==> config.mk <==
export PLATFORM = sky130hd
export DESIGN_NAME = uart_audio_framer_flat
export DESIGN_NICKNAME = d
export VERILOG_FILES = /design/src/rtl/uart_audio_framer_pkg.sv /design/src/rtl/uart_audio_framer_if.sv /design/src/rtl/uart_audio_framer_frame_fifo.sv /design/src/rtl/uart_audio_framer.sv /design/src/flat_wrapper.sv
export SDC_FILE = /design/constraint.sdc
export NUM_CORES = 1
export LEC_CHECK = 0
export ABC_AREA = 0
export ABC_CLOCK_PERIOD_IN_PS = 4800
export BUFFER_PORTS_ARGS = -buffer_cell sky130_fd_sc_hd__buf_2
export CAP_MARGIN = 15
export CORE_MARGIN = 2
export CORE_UTILIZATION = 56
export DETAILED_ROUTE_END_ITERATION = 12
export GPL_TIMING_DRIVEN = 1
export MAX_ROUTING_LAYER = met4
export PLACE_DENSITY = 0.82
export SLEW_MARGIN = 25
export SYNTH_ARGS = -nofsm -noshare
export SYNTH_HDL_FRONTEND = slang
export SYNTH_SLANG_ARGS = --single-unit
==> constraint.sdc <==
create_clock -name clk_in -period 4.8 [get_ports clk_in]
set_input_delay 0.96 -clock clk_in [delete_from_list [all_inputs] [get_ports clk_in]]
set_output_delay 0.96 -clock clk_in [all_outputs]
set_load 0.1 [all_outputs]
==> src/rtl/uart_audio_framer_pkg.sv <==
// Shared constants, FSM state type and frame-length helper for uart_audio_framer.
// Optional checksum byte is enabled by defining UART_AUDIO_FRAMER_CHECKSUM_EN.
package uart_audio_framer_pkg;

  localparam logic [7:0] HEADER_BYTE = 8'hA5;

`ifdef UART_AUDIO_FRAMER_CHECKSUM_EN
  localparam int unsigned CHK_BYTES = 1;
  typedef enum logic [2:0] {ST_IDLE, ST_HEADER, ST_DATA, ST_CHK, ST_GAP} state_t;
`else
  localparam int unsigned CHK_BYTES = 0;
  typedef enum logic [2:0] {ST_IDLE, ST_HEADER, ST_DATA, ST_GAP} state_t;
`endif

  // Total bytes on the wire for one frame: header, enabled channel bytes, optional checksum.
  function automatic int unsigned frame_len(input logic [31:0] mask,
                                            input int unsigned channels,
                                            input int unsigned out_bytes);
    int unsigned n;
    n = 0;
    for (int unsigned i = 0; i < 32; i++) begin
      if (i < channels && mask[i]) n++;
    end
    return 1 + n * out_bytes + CHK_BYTES;
  endfunction

endpackage

==> src/rtl/uart_audio_framer_if.sv <==
// Byte-wide transmit handshake between the framer (master) and the UART (slave).
interface uart_audio_framer_if;
  logic [7:0] tx_data_out;
  logic       tx_valid_out;
  logic       tx_busy_in;

  modport master (output tx_data_out, output tx_valid_out, input tx_busy_in);
  modport slave  (input tx_data_out, input tx_valid_out, output tx_busy_in);
endinterface

==> src/rtl/uart_audio_framer_frame_fifo.sv <==
// Synchronous FIFO with full/empty flags and first-word-fall-through read data.
module frame_fifo #(
  parameter int WIDTH = 8,
  parameter int DEPTH = 4
) (
  input  logic             clk,
  input  logic             rst_n,
  input  logic             wr_en,
  input  logic [WIDTH-1:0] wr_data,
  output logic             full,
  input  logic             rd_en,
  output logic [WIDTH-1:0] rd_data,
  output logic             empty
);
  localparam int AW = $clog2(DEPTH);
  localparam logic [AW:0] PTR_ONE = {{AW{1'b0}}, 1'b1};

  logic [WIDTH-1:0] mem [DEPTH];
  logic [AW:0]      wr_ptr;
  logic [AW:0]      rd_ptr;

  assign empty   = (wr_ptr == rd_ptr);
  assign full    = (wr_ptr[AW] != rd_ptr[AW]) && (wr_ptr[AW-1:0] == rd_ptr[AW-1:0]);
  assign rd_data = mem[rd_ptr[AW-1:0]];

  always_ff @(posedge clk or negedge rst_n) begin
    if (!rst_n) begin
      wr_ptr <= '0;
      rd_ptr <= '0;
    end else begin
      if (wr_en && !full) wr_ptr <= wr_ptr + PTR_ONE;
      if (rd_en && !empty) rd_ptr <= rd_ptr + PTR_ONE;
    end
  end

  always_ff @(posedge clk) begin
    if (wr_en && !full) mem[wr_ptr[AW-1:0]] <= wr_data;
  end
endmodule

==> src/rtl/uart_audio_framer.sv <==
// Packs masked, truncated TDM samples into 0xA5-headed byte frames for a byte UART.
// Defining UART_AUDIO_FRAMER_CHECKSUM_EN appends an XOR checksum of the data bytes.
module uart_audio_framer
  import uart_audio_framer_pkg::*;
#(
  parameter int CHANNELS     = 2,
  parameter int SAMPLE_WIDTH = 24,
  parameter int OUT_BYTES    = 2,
  parameter int FIFO_DEPTH   = 4
) (
  input  logic                                    clk_in,
  input  logic                                    rst_n_in,
  input  logic [CHANNELS-1:0][SAMPLE_WIDTH-1:0]   audio_in,
  input  logic                                    audio_valid_in,
  input  logic                                    enable_in,
  input  logic [CHANNELS-1:0]                     channel_mask_in,
  uart_audio_framer_if.master                     tx,
  output logic [15:0]                             drop_count_out,
  output logic                                    frame_active_out
);
  localparam int SW8  = 8 * OUT_BYTES;
  localparam int DW   = CHANNELS * SW8;
  localparam int FW   = DW + CHANNELS;
  localparam int CH_W = (CHANNELS > 1) ? $clog2(CHANNELS) : 1;
  localparam int BY_W = (OUT_BYTES > 1) ? $clog2(OUT_BYTES) : 1;
  localparam logic [BY_W-1:0] BY_LAST = BY_W'(OUT_BYTES - 1);
  localparam logic [BY_W-1:0] BY_ONE  = BY_W'(1);
`ifdef UART_AUDIO_FRAMER_CHECKSUM_EN
  localparam state_t FRAME_END = ST_CHK;
`else
  localparam state_t FRAME_END = ST_IDLE;
`endif

  logic          vld_p0;
  logic          push_p1;
  logic [FW-1:0] cap_p1;
  logic [DW-1:0] trunc;
  logic          fifo_full, fifo_empty, pop;
  logic [FW-1:0] fifo_rd;

  state_t          state, state_n, gap_ret, gap_ret_n;
  logic [FW-1:0]   frame_q, frame_n;
  logic [CH_W-1:0] ch_idx, ch_n, nxt_ch, first_ch;
  logic [BY_W-1:0] byte_idx, by_n;
  logic [15:0]     data_left, left_n;
  logic [7:0]      chk_q, chk_n, cur_byte, txd_n;
  logic            txv_n;

  always_comb begin
    trunc = '0;
    for (int c = 0; c < CHANNELS; c++) trunc[c*SW8 +: SW8] = audio_in[c][SAMPLE_WIDTH-1 -: SW8];
  end

  // p0: edge detect on the level valid; p1: captured frame ready to write
  always_ff @(posedge clk_in or negedge rst_n_in) begin
    if (!rst_n_in) begin
      vld_p0         <= 1'b0;
      push_p1        <= 1'b0;
      drop_count_out <= '0;
    end else begin
      vld_p0  <= audio_valid_in;
      push_p1 <= audio_valid_in & ~vld_p0 & enable_in & (|channel_mask_in);
      if (push_p1 && fifo_full && drop_count_out != 16'hFFFF)
        drop_count_out <= drop_count_out + 16'd1;
    end
  end

  always_ff @(posedge clk_in) cap_p1 <= {channel_mask_in, trunc};

  frame_fifo #(.WIDTH(FW), .DEPTH(FIFO_DEPTH)) u_fifo (
    .clk(clk_in), .rst_n(rst_n_in),
    .wr_en(push_p1), .wr_data(cap_p1), .full(fifo_full),
    .rd_en(pop), .rd_data(fifo_rd), .empty(fifo_empty)
  );

  // Byte selection from the latched snapshot
  always_comb begin
    cur_byte = '0;
    for (int c = 0; c < CHANNELS; c++)
      for (int b = 0; b < OUT_BYTES; b++)
        if (int'(ch_idx) == c && int'(byte_idx) == b)
          cur_byte = frame_q[c*SW8 + (OUT_BYTES-1-b)*8 +: 8];
  end

  always_comb begin
    nxt_ch   = ch_idx;
    first_ch = '0;
    for (int c = CHANNELS-1; c >= 0; c--) begin
      if (c > int'(ch_idx) && frame_q[DW+c]) nxt_ch = CH_W'(c);
      if (fifo_rd[DW+c]) first_ch = CH_W'(c);
    end
  end

  always_comb begin
    state_n   = state;
    gap_ret_n = gap_ret;
    frame_n   = frame_q;
    ch_n      = ch_idx;
    by_n      = byte_idx;
    left_n    = data_left;
    chk_n     = chk_q;
    txd_n     = tx.tx_data_out;
    txv_n     = 1'b0;
    pop       = 1'b0;
    case (state)
      ST_IDLE: if (!fifo_empty && !tx.tx_busy_in) begin
        pop     = 1'b1;
        frame_n = fifo_rd;
        ch_n    = first_ch;
        by_n    = '0;
        left_n  = 16'(frame_len(32'(fifo_rd[DW +: CHANNELS]), CHANNELS, OUT_BYTES) - 1 - CHK_BYTES);
        chk_n   = '0;
        state_n = ST_HEADER;
      end
      ST_HEADER: if (!tx.tx_busy_in) begin
        txv_n     = 1'b1;
        txd_n     = HEADER_BYTE;
        gap_ret_n = ST_DATA;
        state_n   = ST_GAP;
      end
      ST_DATA: if (!tx.tx_busy_in) begin
        txv_n  = 1'b1;
        txd_n  = cur_byte;
        chk_n  = chk_q ^ cur_byte;
        left_n = data_left - 16'd1;
        if (byte_idx == BY_LAST) begin
          by_n = '0;
          ch_n = nxt_ch;
        end else begin
          by_n = byte_idx + BY_ONE;
        end
        gap_ret_n = (data_left == 16'd1) ? FRAME_END : ST_DATA;
        state_n   = ST_GAP;
      end
`ifdef UART_AUDIO_FRAMER_CHECKSUM_EN
      ST_CHK: if (!tx.tx_busy_in) begin
        txv_n     = 1'b1;
        txd_n     = chk_q;
        gap_ret_n = ST_IDLE;
        state_n   = ST_GAP;
      end
`endif
      ST_GAP:  state_n = gap_ret;
      default: state_n = ST_IDLE;
    endcase
  end

  // Registered FSM state and outputs
  always_ff @(posedge clk_in or negedge rst_n_in) begin
    if (!rst_n_in) begin
      state            <= ST_IDLE;
      gap_ret          <= ST_IDLE;
      ch_idx           <= '0;
      byte_idx         <= '0;
      data_left        <= '0;
      tx.tx_data_out   <= 8'h00;
      tx.tx_valid_out  <= 1'b0;
      frame_active_out <= 1'b0;
    end else begin
      state            <= state_n;
      gap_ret          <= gap_ret_n;
      ch_idx           <= ch_n;
      byte_idx         <= by_n;
      data_left        <= left_n;
      tx.tx_data_out   <= txd_n;
      tx.tx_valid_out  <= txv_n;
      frame_active_out <= (state_n != ST_IDLE);
    end
  end

  always_ff @(posedge clk_in) begin
    frame_q <= frame_n;
    chk_q   <= chk_n;
  end
endmodule

==> src/flat_wrapper.sv <==
// flat-port wrapper written by rule: the top's interface ports become plain ports
module uart_audio_framer_flat import uart_audio_framer_pkg::*;
#(
  parameter int CHANNELS     = 2,
  parameter int SAMPLE_WIDTH = 24,
  parameter int OUT_BYTES    = 2,
  parameter int FIFO_DEPTH   = 4
)
  (clk_in, rst_n_in, audio_in, audio_valid_in, enable_in, channel_mask_in, drop_count_out, frame_active_out, tx_tx_data_out, tx_tx_valid_out, tx_tx_busy_in);
  uart_audio_framer_if tx_i ();
  input  logic clk_in;
  input  logic rst_n_in;
  input  logic [CHANNELS-1:0][SAMPLE_WIDTH-1:0] audio_in;
  input  logic audio_valid_in;
  input  logic enable_in;
  input  logic [CHANNELS-1:0] channel_mask_in;
  output logic [15:0] drop_count_out;
  output logic frame_active_out;
  output wire logic [$bits(tx_i.tx_data_out)-1:0] tx_tx_data_out;
  output wire logic [$bits(tx_i.tx_valid_out)-1:0] tx_tx_valid_out;
  input wire logic [$bits(tx_i.tx_busy_in)-1:0] tx_tx_busy_in;
  assign tx_tx_data_out = tx_i.tx_data_out;
  assign tx_tx_valid_out = tx_i.tx_valid_out;
  assign tx_i.tx_busy_in = tx_tx_busy_in;
  uart_audio_framer #(.CHANNELS(CHANNELS), .SAMPLE_WIDTH(SAMPLE_WIDTH), .OUT_BYTES(OUT_BYTES), .FIFO_DEPTH(FIFO_DEPTH)) u_core (.clk_in(clk_in), .rst_n_in(rst_n_in), .audio_in(audio_in), .audio_valid_in(audio_valid_in), .enable_in(enable_in), .channel_mask_in(channel_mask_in), .tx(tx_i), .drop_count_out(drop_count_out), .frame_active_out(frame_active_out));
endmodule
==> flow_summary_export.csv, run 1 <==
group,metric,value,unit
status,status,"finished, final reports clean",
synth,synth_cell_types,54,
route,drt_iter0_drc,454,
setup_path,end_kind,"register",
floorplanning,row_count,47,
timing,fin_hold_ws,0.399,ns
floorplanning,ios,81,
route,wl_per_cell,20.2,um
timing,min_period,2.66,ns
setup_path,r2r-start,"u_core.state[0]$_DFF_PN0_",
setup_path,timing.critical_path.cells,"buf_2, nor3_1, o311a_2, buf_4",
synth,synth_top_family_by_area,"multiplexers",
synth,synth_area,9510,sq um
clocking,ctsResizeCount,0,
synth,seq_area_frac_synth,75.3,%
cells_and_area,area_delta_synth_final,14.9,%
placed_design,hpwlAfterDp,9590,um
global_route,grt_usage,20.2,%
clocking,cts_tree,"built",
hold_path,hold-path-endpoint,"u_core.push_p1$_DFF_PN0_",
timing,hold_viol_final,0,
timing,finalSetupViolations,0,
synth,synth_compound_area_share,4.05,%
setup_path,cpMaxStageDelayCell,"o311a_2",
cells_and_area,n_antenna_cell,0,
clocking,holdBufCountCts,0,
timing,final_max_slew_viol_count,0,
global_route,overflow,0,
hold_path,hold_depth,1,
pwr,power,6.32,mW
route,num_vias,4779,
route,drc_errors,0,
route,wirelength,16800,um
clocking,clock_sinks,259,
setup_path,required,5.01,ns
cells_and_area,finalNetCount,655,
route,drtAntennaViolNets,0,
pwr,powerDensity,579,nW/um^2
timing,finClkSkew,0.0108,ns
synth,synthesis.nets,572,
setup_path,reg2reg_to,"u_core.frame_q[8]$_DFFE_PP_",
setup_path,rr_worst_depth,3,
synth,synth_area_per_cell,18.8,sq um
synth,synthSimpleGateAreaFrac,4.69,%
global_route,antenna_found_initial,0,
global_route,grt_pass1_vias,4998,
synth,yosys.area_share.xor_xnor,2.86,%
cells_and_area,drive_above_1_share,27.9,%
global_route,grt_pass1_wl,27100,um
clocking,ctsRootBufferMaster,"clkbuf_16",
pwr,peakVddDrop,0.316,mV
synth,yosys.area.top_type,"edfxtp_1",
job,cap_violations,0,
cells_and_area,fill_cells,1094,
floorplanning,die-area,18000,sq um
clocking,cts_setup_buffers,0,
synth,synthArstFlopShare,21.6,%
timing,rsz0062_at_grt,"false",
timing,finalCritPeriodShare,55.5,%
placed_design,io_buffers,64,
synth,ys_warn_count,0,
clocking,clkLatencyLatePin,0.52,ns
cells_and_area,final_common_cell,"edfxtp_1",
setup_path,path_class,"primary input to register",
hold_path,min_path_type,"register to register",
floorplanning,core_area,16600,sq um
route,drt-pass1-iter-count,4,
setup_path,start_kind,"primary input",
floorplanning,initial_core_util,57.3,%
floorplanning,die-width,134,um
route,post_drt_via_cell_ratio,5.76,
clocking,cts_buffers,25,
synth,synth-main-ff-cell,"edfxtp_1",
floorplanning,chipHeight,134,um
synth,synth_edf_count,169,
setup_path,r2r_slack,2.18,ns
synth,synth.area.top_cells,"edfxtp_1 53%, dfrtp_1 15%, mux4_2 9.9%",
timing,max_clock_freq,375,MHz
clocking,htreeDepth,1,
clocking,cts_buffer_depth,3,
global_route,grt_max_degree,57,
synth,synth_seq_cells,259,
clocking,clkTransAtPathRegs,0.06,ns
setup_path,cp_data_arrival_time,2.88,ns
timing,tns,0,ns
synth,synth_fa_ha_area_share,1.32,%
setup_path,cp_max_fo,40,
hold_path,hold_start,"u_core.vld_p0$_DFF_PN0_",
synth,synthCells,507,
timing,slew_headroom,40.5,%
synth,muxShareOfSynthArea,10.4,%
setup_path,cp_slowest_stage_delay,0.91,ns
placed_design,gp_congestion,0.815,
synth,synth.top_cell.area_share,53.4,%
cells_and_area,final_cell_mix,"169 x edfxtp_1, 64 x buf_2, 55 x dfrtp_1",
pwr,power_leakage,4.05,nW
timing,tightest_slew,0.892,ns
## metal layers
layer / global-route usage [%] / up-vias / wire length, um
li1: - / 2166 / -
met5: - / - / 0
met1: 26.6 / 2418 / 7080
met3: 3.10 / 28 / 932
met2: 32.8 / 167 / 8460
met4: 6.55 / 0 / 293
## cell usage after synthesis, drive strengths merged (2+ instances only)
master	instances
nand2b	2
o22a	4
inv	13
ha	10
and4	2
edfxtp	169
a21oi	11
xnor2	8
or3	4
a22o	4
o21ai	5
clkbuf	10
nor2	13
a31oi	2
nor3	4
mux4	42
a2111oi	7
or4	6
and2	5
dfxtp	34
nand3	7
a211oi	5
nor4	4
buf	8
nand4b	2
nand4	6
xor2	23
nor2b	2
dfrtp	56
and3	2
nand2	13
o22ai	2
o31ai	3
mux2	4
## sequential cells by signal (all words and copies together), names as in the netlist
register	cells
u_core.drop_count_out	16
u_core.ch_idx	1
u_core.frame_active_out	1
u_core.u_fifo.mem	136
u_core.tx.tx_data_out	8
u_core.u_fifo.wr_ptr	3
u_core.u_fifo.rd_ptr	3
u_core.state	3
u_core.push_p1	1
u_core.vld_p0	1
u_core.cap_p1	34
u_core.byte_idx	1
u_core.tx.tx_valid_out	1
u_core.data_left	16
u_core.frame_q	33
u_core.gap_ret	1
## cells by family (layout without fill, tap and decap cells)
family                     after synthesis  in the layout
AOI/OAI and AO/OA                       52             52
xor gates and xnor gates                31             31
adders and majority gates               10             10
buffers and inverters                   31            133
DFF                                    259            259
muxes                                   46             46
other                                    1              1
and+or+nand+nor                         77             77
## report_power, final
group	total (mW)	switching (mW)	internal [mW]
combinational	1.49	0.897	0.590
clock	1.91	0.782	1.13
sequential	2.92	0.227	2.70
total	6.32	1.91	4.41
## worst max-delay path: cells and delay by family
family	cells	cell delay, ns
compound gates	1	0.91
simple gates	1	0.52
buf+inv	2	0.47
## worst max-delay path by stage
stage,end,cells after the start,slack (ns),start
6_report,u_core.frame_q[8]$_DFFE_PP_,4,2.14,tx_tx_busy_in
3_5_place_dp,u_core.frame_q[6]$_DFFE_PP_,4,1.66,tx_tx_busy_in
5_1_grt,u_core.frame_q[8]$_DFFE_PP_,4,2.04,tx_tx_busy_in
4_1_cts,u_core.frame_q[8]$_DFFE_PP_,4,2.20,tx_tx_busy_in
2_1_floorplan,u_core.frame_q[0]$_DFFE_PP_,4,1.58,tx_tx_busy_in
3_3_place_gp,u_core.frame_q[22]$_DFFE_PP_,4,1.73,tx_tx_busy_in
## area by class of cell
class | instances | area [sq um] | share of cell area [%]
Sequential cell | 259 | 7160 | 65.5
Multi-Input combinational cell | 217 | 2230 | 20.4
Clock buffer | 33 | 696 | 6.37
Timing Repair Buffer | 74 | 395 | 3.62
Tap cell | 220 | 275 | 2.52
Clock inverter | 13 | 119 | 1.09
Inverter | 13 | 48.8 | 0.447
## per-stage QoR
step                instance area [sq um]  utilization (%)  instances  setup WS [ns]
floorplan                            9510                -        507           1.58
global placement                    10100             60.9        783           1.73
detailed placement                  10100             60.9        783           1.66
CTS                                 10900             65.8        829           2.20
global route                        10900             65.9        829           2.04
finish                              10900             65.9        829           2.14
(Power assumes the default switching activity.)
==> run 2: changes to the inputs <==
--- a/config.mk
+++ b/config.mk
@@ -6,7 +6,7 @@
 export NUM_CORES = 1
 export LEC_CHECK = 0
 export ABC_AREA = 0
-export ABC_CLOCK_PERIOD_IN_PS = 4800
+export ABC_CLOCK_PERIOD_IN_PS = 2600
 export BUFFER_PORTS_ARGS = -buffer_cell sky130_fd_sc_hd__buf_2
 export CAP_MARGIN = 15
 export CORE_MARGIN = 2
==> constraint.sdc (replaced) <==
create_clock -name clk_in -period 2.6 [get_ports clk_in]
set_input_delay 0.52 -clock clk_in [delete_from_list [all_inputs] [get_ports clk_in]]
set_output_delay 0.52 -clock clk_in [all_outputs]
set_load 0.1 [all_outputs]
==> run 2 against run 1 <==
  * Non-clock buffer count is 7 higher
  * Cell area increased by 1.3%
  * Sequential cell count unchanged
  * Routed wire length up 1.3%
  * Core utilization rose by 0.83 points
  * Via count rose by 0.88%
  * Worst hold slack got worse by 0.30 ns
  * Global-route usage decreased by 0.062 points
  * Setup slack got worse by 1.7 ns
  * Largest cell class unchanged
==> flow_summary_export.csv, run 2 (synthesized netlist as in run 1, its figures left out) <==
group,metric,value,unit
status,status,"finished, final reports clean",
route,wirelength,17000,um
global_route,grt_usage,20.1,%
pwr,powerDensity,1070,nW/um^2
hold_path,min_path_type,"primary input to register",
floorplanning,row_count,47,
pwr,peakVddDrop,0.717,mV
setup_path,crit_family,"simple AND/OR/NAND/NOR gates",
timing,finClkSkew,0.0165,ns
floorplanning,die-area,18000,sq um
setup_path,cpMaxStageDelayCell,"nor4_1",
timing,finalCritPeriodShare,82.1,%
global_route,grt_pass1_vias,5039,
timing,tns,0,ns
pwr,p_sw,3.53,mW
placed_design,gp_congestion,0.801,
clocking,cts_setup_buffers,0,
pwr,power_frac_seq,46.0,%
clocking,cts_buffers,25,
clocking,ctsResizeCount,0,
timing,max_clock_freq,468,MHz
timing,rsz0062_at_grt,"false",
placed_design,hpwlAfterDp,10200,um
placed_design,place_inst,789,
timing,min_period,2.14,ns
timing,final_max_slew_viol_count,0,
setup_path,end_kind,"register",
placed_design,placed_area,10200,sq um
pwr,intPower,8.29,mW
route,num_vias,4821,
route,drtAntennaViolNets,0,
pwr,p_sw_share,29.9,%
cells_and_area,fin_cells,836,
timing,finalSetupViolations,0,
clocking,holdBufCountCts,1,
setup_path,cp_max_fo,5,
setup_path,cp.depth,4,
setup_path,path_class,"register to register",
global_route,antenna_found_initial,0,
floorplanning,core_area,16600,sq um
global_route,grt_pass1_wl,27200,um
setup_path,rr_worst_depth,4,
clocking,ctsRootBufferMaster,"clkbuf_16",
floorplanning,die-width,134,um
route,drt_iter0_drc,400,
setup_path,cp_slowest_stage_delay,0.64,ns
route,post_drt_via_cell_ratio,5.77,
cells_and_area,n_antenna_cell,0,
setup_path,timing.critical_path.cells,"nor4_1, nand3_1, or4_2, a21oi_1",
cells_and_area,fin_util,66.7,%
clocking,cts_tree,"built",
floorplanning,ios,81,
route,wl_per_cell,20.3,um
cells_and_area,area_delta_synth_final,16.3,%
clocking,clkTransAtPathRegs,0.06,ns
floorplanning,chipHeight,134,um
timing,hold_viol_final,0,
setup_path,cp_num_buf_inv,0,
clocking,cts_buffer_depth,3,
timing,tightest_slew,0.721,ns
cells_and_area,largest_register_ffs,136,
global_route,grt_max_degree,36,
pwr,combPwrFrac,23.3,%
setup_path,cp_data_arrival_time,2.59,ns
timing,slew_headroom,51.9,%
route,drt-pass1-iter-count,4,
hold_path,hold_depth,1,
cells_and_area,final_cell_mix,"169 x edfxtp_1, 64 x buf_2, 53 x dfrtp_1",
job,cap_violations,0,
cells_and_area,finalNetCount,662,
clocking,clkLatencyLatePin,0.52,ns
cells_and_area,drive_above_1_share,28.7,%
clocking,htreeDepth,1,
setup_path,start_kind,"register",
global_route,overflow,0,
cells_and_area,final_common_cell,"edfxtp_1",
setup_path,required,3.05,ns
cells_and_area,design_area,11100,sq um
placed_design,io_buffers,64,
pwr,clkPwrFrac,30.7,%
clocking,clock_sinks,259,
pwr,power_leakage,4.11,nW
route,drc_errors,0,
floorplanning,initial_core_util,57.3,%
## run 2: worst paths after layout
path	from	end	slack, ns
setup / recovery	u_core.data_left[6]$_DFFE_PN0P_	u_core.data_left[13]$_DFFE_PN0P_	0.46
hold reg to reg	u_core.vld_p0$_DFF_PN0_	u_core.push_p1$_DFF_PN0_	0.40
setup reg to reg	u_core.data_left[6]$_DFFE_PN0P_	u_core.data_left[13]$_DFFE_PN0P_	0.46
hold / removal	audio_in[21]	u_core.cap_p1[13]$_DFF_P_	0.1
min in group asynchronous	rst_n_in	u_core.tx.tx_valid_out$_DFF_PN0_	0.46
max in group asynchronous	rst_n_in	u_core.drop_count_out[0]$_DFFE_PN0P_	1.46
## run 2: metal layers
metal	vias up	wire length, um	track usage [%]
li1	2185	-	-
met1	2453	6890	26.1
met2	157	8890	33.7
met3	26	951	3.25
met5	-	0	-
met4	0	259	4.97
## run 2: cell type report
type / count / area [sq um]
sequential: 259 / 7160
fill: 1106 / 5520
multi-input combinational: 217 / 2220
clock buffer: 33 / 696
timing repair buffer: 81 / 513
tap: 220 / 275
clock inverter: 13 / 143
inverter: 13 / 48.8
## run 2: worst register-to-register path: stages, from the launching register on
cell     delay (ns)
dfrtp_1        0.41
nor4_1         0.64
nand3_1        0.27
or4_2          0.59
a21oi_1        0.16
## run 2: power groups by stage
stage                     Clock, mW  Combinational, mW  Sequential, mW
final                          3.63               2.76            5.43
after global routing           3.85               2.96            5.50
after CTS                      3.69               2.80            5.44
after detailed placement          0               2.77            5.51
after global placement            0               2.70            5.47
after floorplan                   0               1.71            5.87
## run 2: per-stage QoR
| stage | worst slack (ns) | hold WS [ns] | total power, mW |
|---|---|---|---|
| after global routing | 0.215 | 0.0769 | 12.3 |
| final | 0.465 | 0.0996 | 11.8 |
| after floorplan | 0.0756 | 0.224 | 7.58 |
| after detailed placement | 0.445 | 0.399 | 8.28 |
| after CTS | 0.446 | 0.0825 | 11.9 |
| after global placement | 0.510 | 0.387 | 8.17 |
==> run 3: changes to the inputs <==
--- a/config.mk
+++ b/config.mk
@@ -6,7 +6,7 @@
 export NUM_CORES = 1
 export LEC_CHECK = 0
 export ABC_AREA = 0
-export ABC_CLOCK_PERIOD_IN_PS = 2600
+export ABC_CLOCK_PERIOD_IN_PS = 2000
 export BUFFER_PORTS_ARGS = -buffer_cell sky130_fd_sc_hd__buf_2
 export CAP_MARGIN = 15
 export CORE_MARGIN = 2
==> constraint.sdc (replaced) <==
create_clock -name clk_in -period 2 [get_ports clk_in]
set_input_delay 0.4 -clock clk_in [delete_from_list [all_inputs] [get_ports clk_in]]
set_output_delay 0.4 -clock clk_in [all_outputs]
set_load 0.1 [all_outputs]
==> run 3 against run 2 <==
  * The run now ends with setup timing left
  * Via count rose by 5.1%
  * Maximum frequency rose by 4.6%
  * Die area did not move
  * Critical path type unchanged
  * Largest power group unchanged
==> flow_summary_export.csv, run 3 (synthesized netlist as in run 1, its figures left out) <==
group,metric,value,unit
setup_path,cp_num_buf_inv,0,
floorplanning,ios,81,
route,num_vias,5066,
setup_path,cp_max_fo,5,
status,violations,"setup timing",
timing,finalCritPeriodShare,102,%
route,drc_errors,0,
timing,slew_headroom,66.4,%
cells_and_area,drive_above_1_share,34.8,%
timing,fin_hold_ws,0.127,ns
global_route,grt_max_degree,57,
timing,hold_viol_final,0,
floorplanning,chipHeight,134,um
timing,finClkSkew,0.0261,ns
route,post_drt_via_cell_ratio,5.64,
cells_and_area,area_delta_synth_final,24.8,%
setup_path,start_kind,"register",
clocking,clkLatencyLatePin,0.55,ns
setup_path,path_class,"register to register",
global_route,grt_usage,22.8,%
setup_path,crit_family,"simple AND/OR/NAND/NOR gates",
pwr,peakVddDrop,1.47,mV
placed_design,gp_congestion,0.834,
job,cap_violations,0,
clocking,cts_buffer_depth,3,
cells_and_area,fin_util,71.5,%
setup_path,crit_top_cell,"or4_4",
floorplanning,die-area,18000,sq um
timing,fin_ws,-0.0407,ns
global_route,grt_pass1_vias,5508,
cells_and_area,n_antenna_cell,0,
route,wl_per_cell,21.3,um
global_route,overflow,0,
clocking,clock_sinks,259,
setup_path,end_kind,"register",
route,wirelength,19100,um
floorplanning,die-width,134,um
floorplanning,row_count,47,
cells_and_area,final_common_cell,"edfxtp_1",
placed_design,io_buffers,64,
pwr,powerDensity,1370,nW/um^2
pwr,power_leakage,4.43,nW
timing,rsz0062_at_grt,"true",
setup_path,cp_slowest_stage_delay,0.57,ns
timing,max_clock_freq,490,MHz
timing,tightest_slew,0.492,ns
route,drt_iter0_drc,321,
setup_path,cpMaxStageDelayCell,"or4_4",
hold_path,min_path_type,"primary input to register",
clocking,ctsRootBufferMaster,"clkbuf_16",
cells_and_area,final_cell_mix,"169 x edfxtp_1, 64 x buf_2, 42 x mux4_2",
route,drtAntennaViolNets,0,
cells_and_area,fill_cells,1018,
global_route,grt_pass1_wl,30200,um
clocking,cts_buffers,26,
setup_path,timing.critical_path.cells,"or4_4, or4_4, or4_4, a21oi_2",
cells_and_area,multiInputGateArea,2310,sq um
clocking,cts_tree,"built",
timing,final_max_slew_viol_count,0,
timing,finalSetupViolations,1,
global_route,antenna_found_initial,0,
cells_and_area,ff_latch_area,7210,sq um
setup_path,required,2.45,ns
timing,min_period,2.04,ns
status,status,"complete, but fails checks",
floorplanning,core_area,16600,sq um
setup_path,cp_data_arrival_time,2.49,ns
clocking,clkTransAtPathRegs,0.06,ns
route,drt-pass1-iter-count,4,
clocking,htreeDepth,1,
placed_design,hpwlAfterDp,11200,um
cells_and_area,finalNetCount,724,
floorplanning,initial_core_util,57.3,%
cells_and_area,largest_register_ffs,136,
## run 3: area by class of cell
class	count	area share, %
Inverter	13	0.411
Tap cell	220	2.32
Timing Repair Buffer	142	9.24
Sequential cell	259	60.7
Clock inverter	14	1.54
Multi-Input combinational cell	217	19.5
Clock buffer	34	6.25
## run 3: metal layers
metal | GRT usage, % | wire [um] | vias to the layer above
met3 | 3.55 | 914 | 31
met4 | 4.68 | 288 | 0
met1 | 27.9 | 7710 | 2607
met5 | - | 0 | -
met2 | 40.6 | 10200 | 129
li1 | - | - | 2299
## run 3: power by group
group	switching, mW	internal (mW)	total [mW]
Clock	2.03	3.03	5.06
Sequential	0.475	6.48	6.96
Combinational	2.45	1.81	4.26
## run 3: what timing repair did
item                                    4_1_cts  5_1_grt
hold buffers                                 36        0
gates resized for setup                       3        5
buffers inserted                              0        3
endpoints found under the setup margin        2        9
pin swaps                                     2        0
hold endpoints to repair                     91        0
## run 3: through the flow
stage	instance area [sq um]	power, mW	instances	setup TNS (ns)	worst slack, ns
6_report	11900	16.3	899	-0.0407	-0.0407
5_1_grt	11900	16.9	899	-0.0657	-0.0657
4_1_cts	11800	16.3	896	-0.0344	-0.0344
3_5_place_dp	10500	11.1	812	-0.136	-0.136
3_3_place_gp	10500	11.0	812	-0.0574	-0.0574
2_1_floorplan	9650	9.97	507	-5.61	-0.0786
## run 3: worst min-delay path, cell delays in order
cell	delay, ns
buf_2	0.10
o211ai_1	0.07
nor2_1	0.05
## run 3: path summary, 6_finish.rpt
check,start,to,slack (ns),cells after the start
worst max-delay path,u_core.data_left[8]$_DFFE_PN0P_,u_core.data_left[15]$_DFFE_PN0P_,-0.04,4
worst min-delay path,enable_in,u_core.push_p1$_DFF_PN0_,0.13,3
worst max register to register,u_core.data_left[8]$_DFFE_PN0P_,u_core.data_left[15]$_DFFE_PN0P_,-0.04,4
worst min register to register,u_core.vld_p0$_DFF_PN0_,u_core.push_p1$_DFF_PN0_,0.40,1
max in group asynchronous,rst_n_in,u_core.drop_count_out[10]$_DFFE_PN0P_,1.32,3
min in group asynchronous,rst_n_in,u_core.drop_count_out[14]$_DFFE_PN0P_,0.40,3
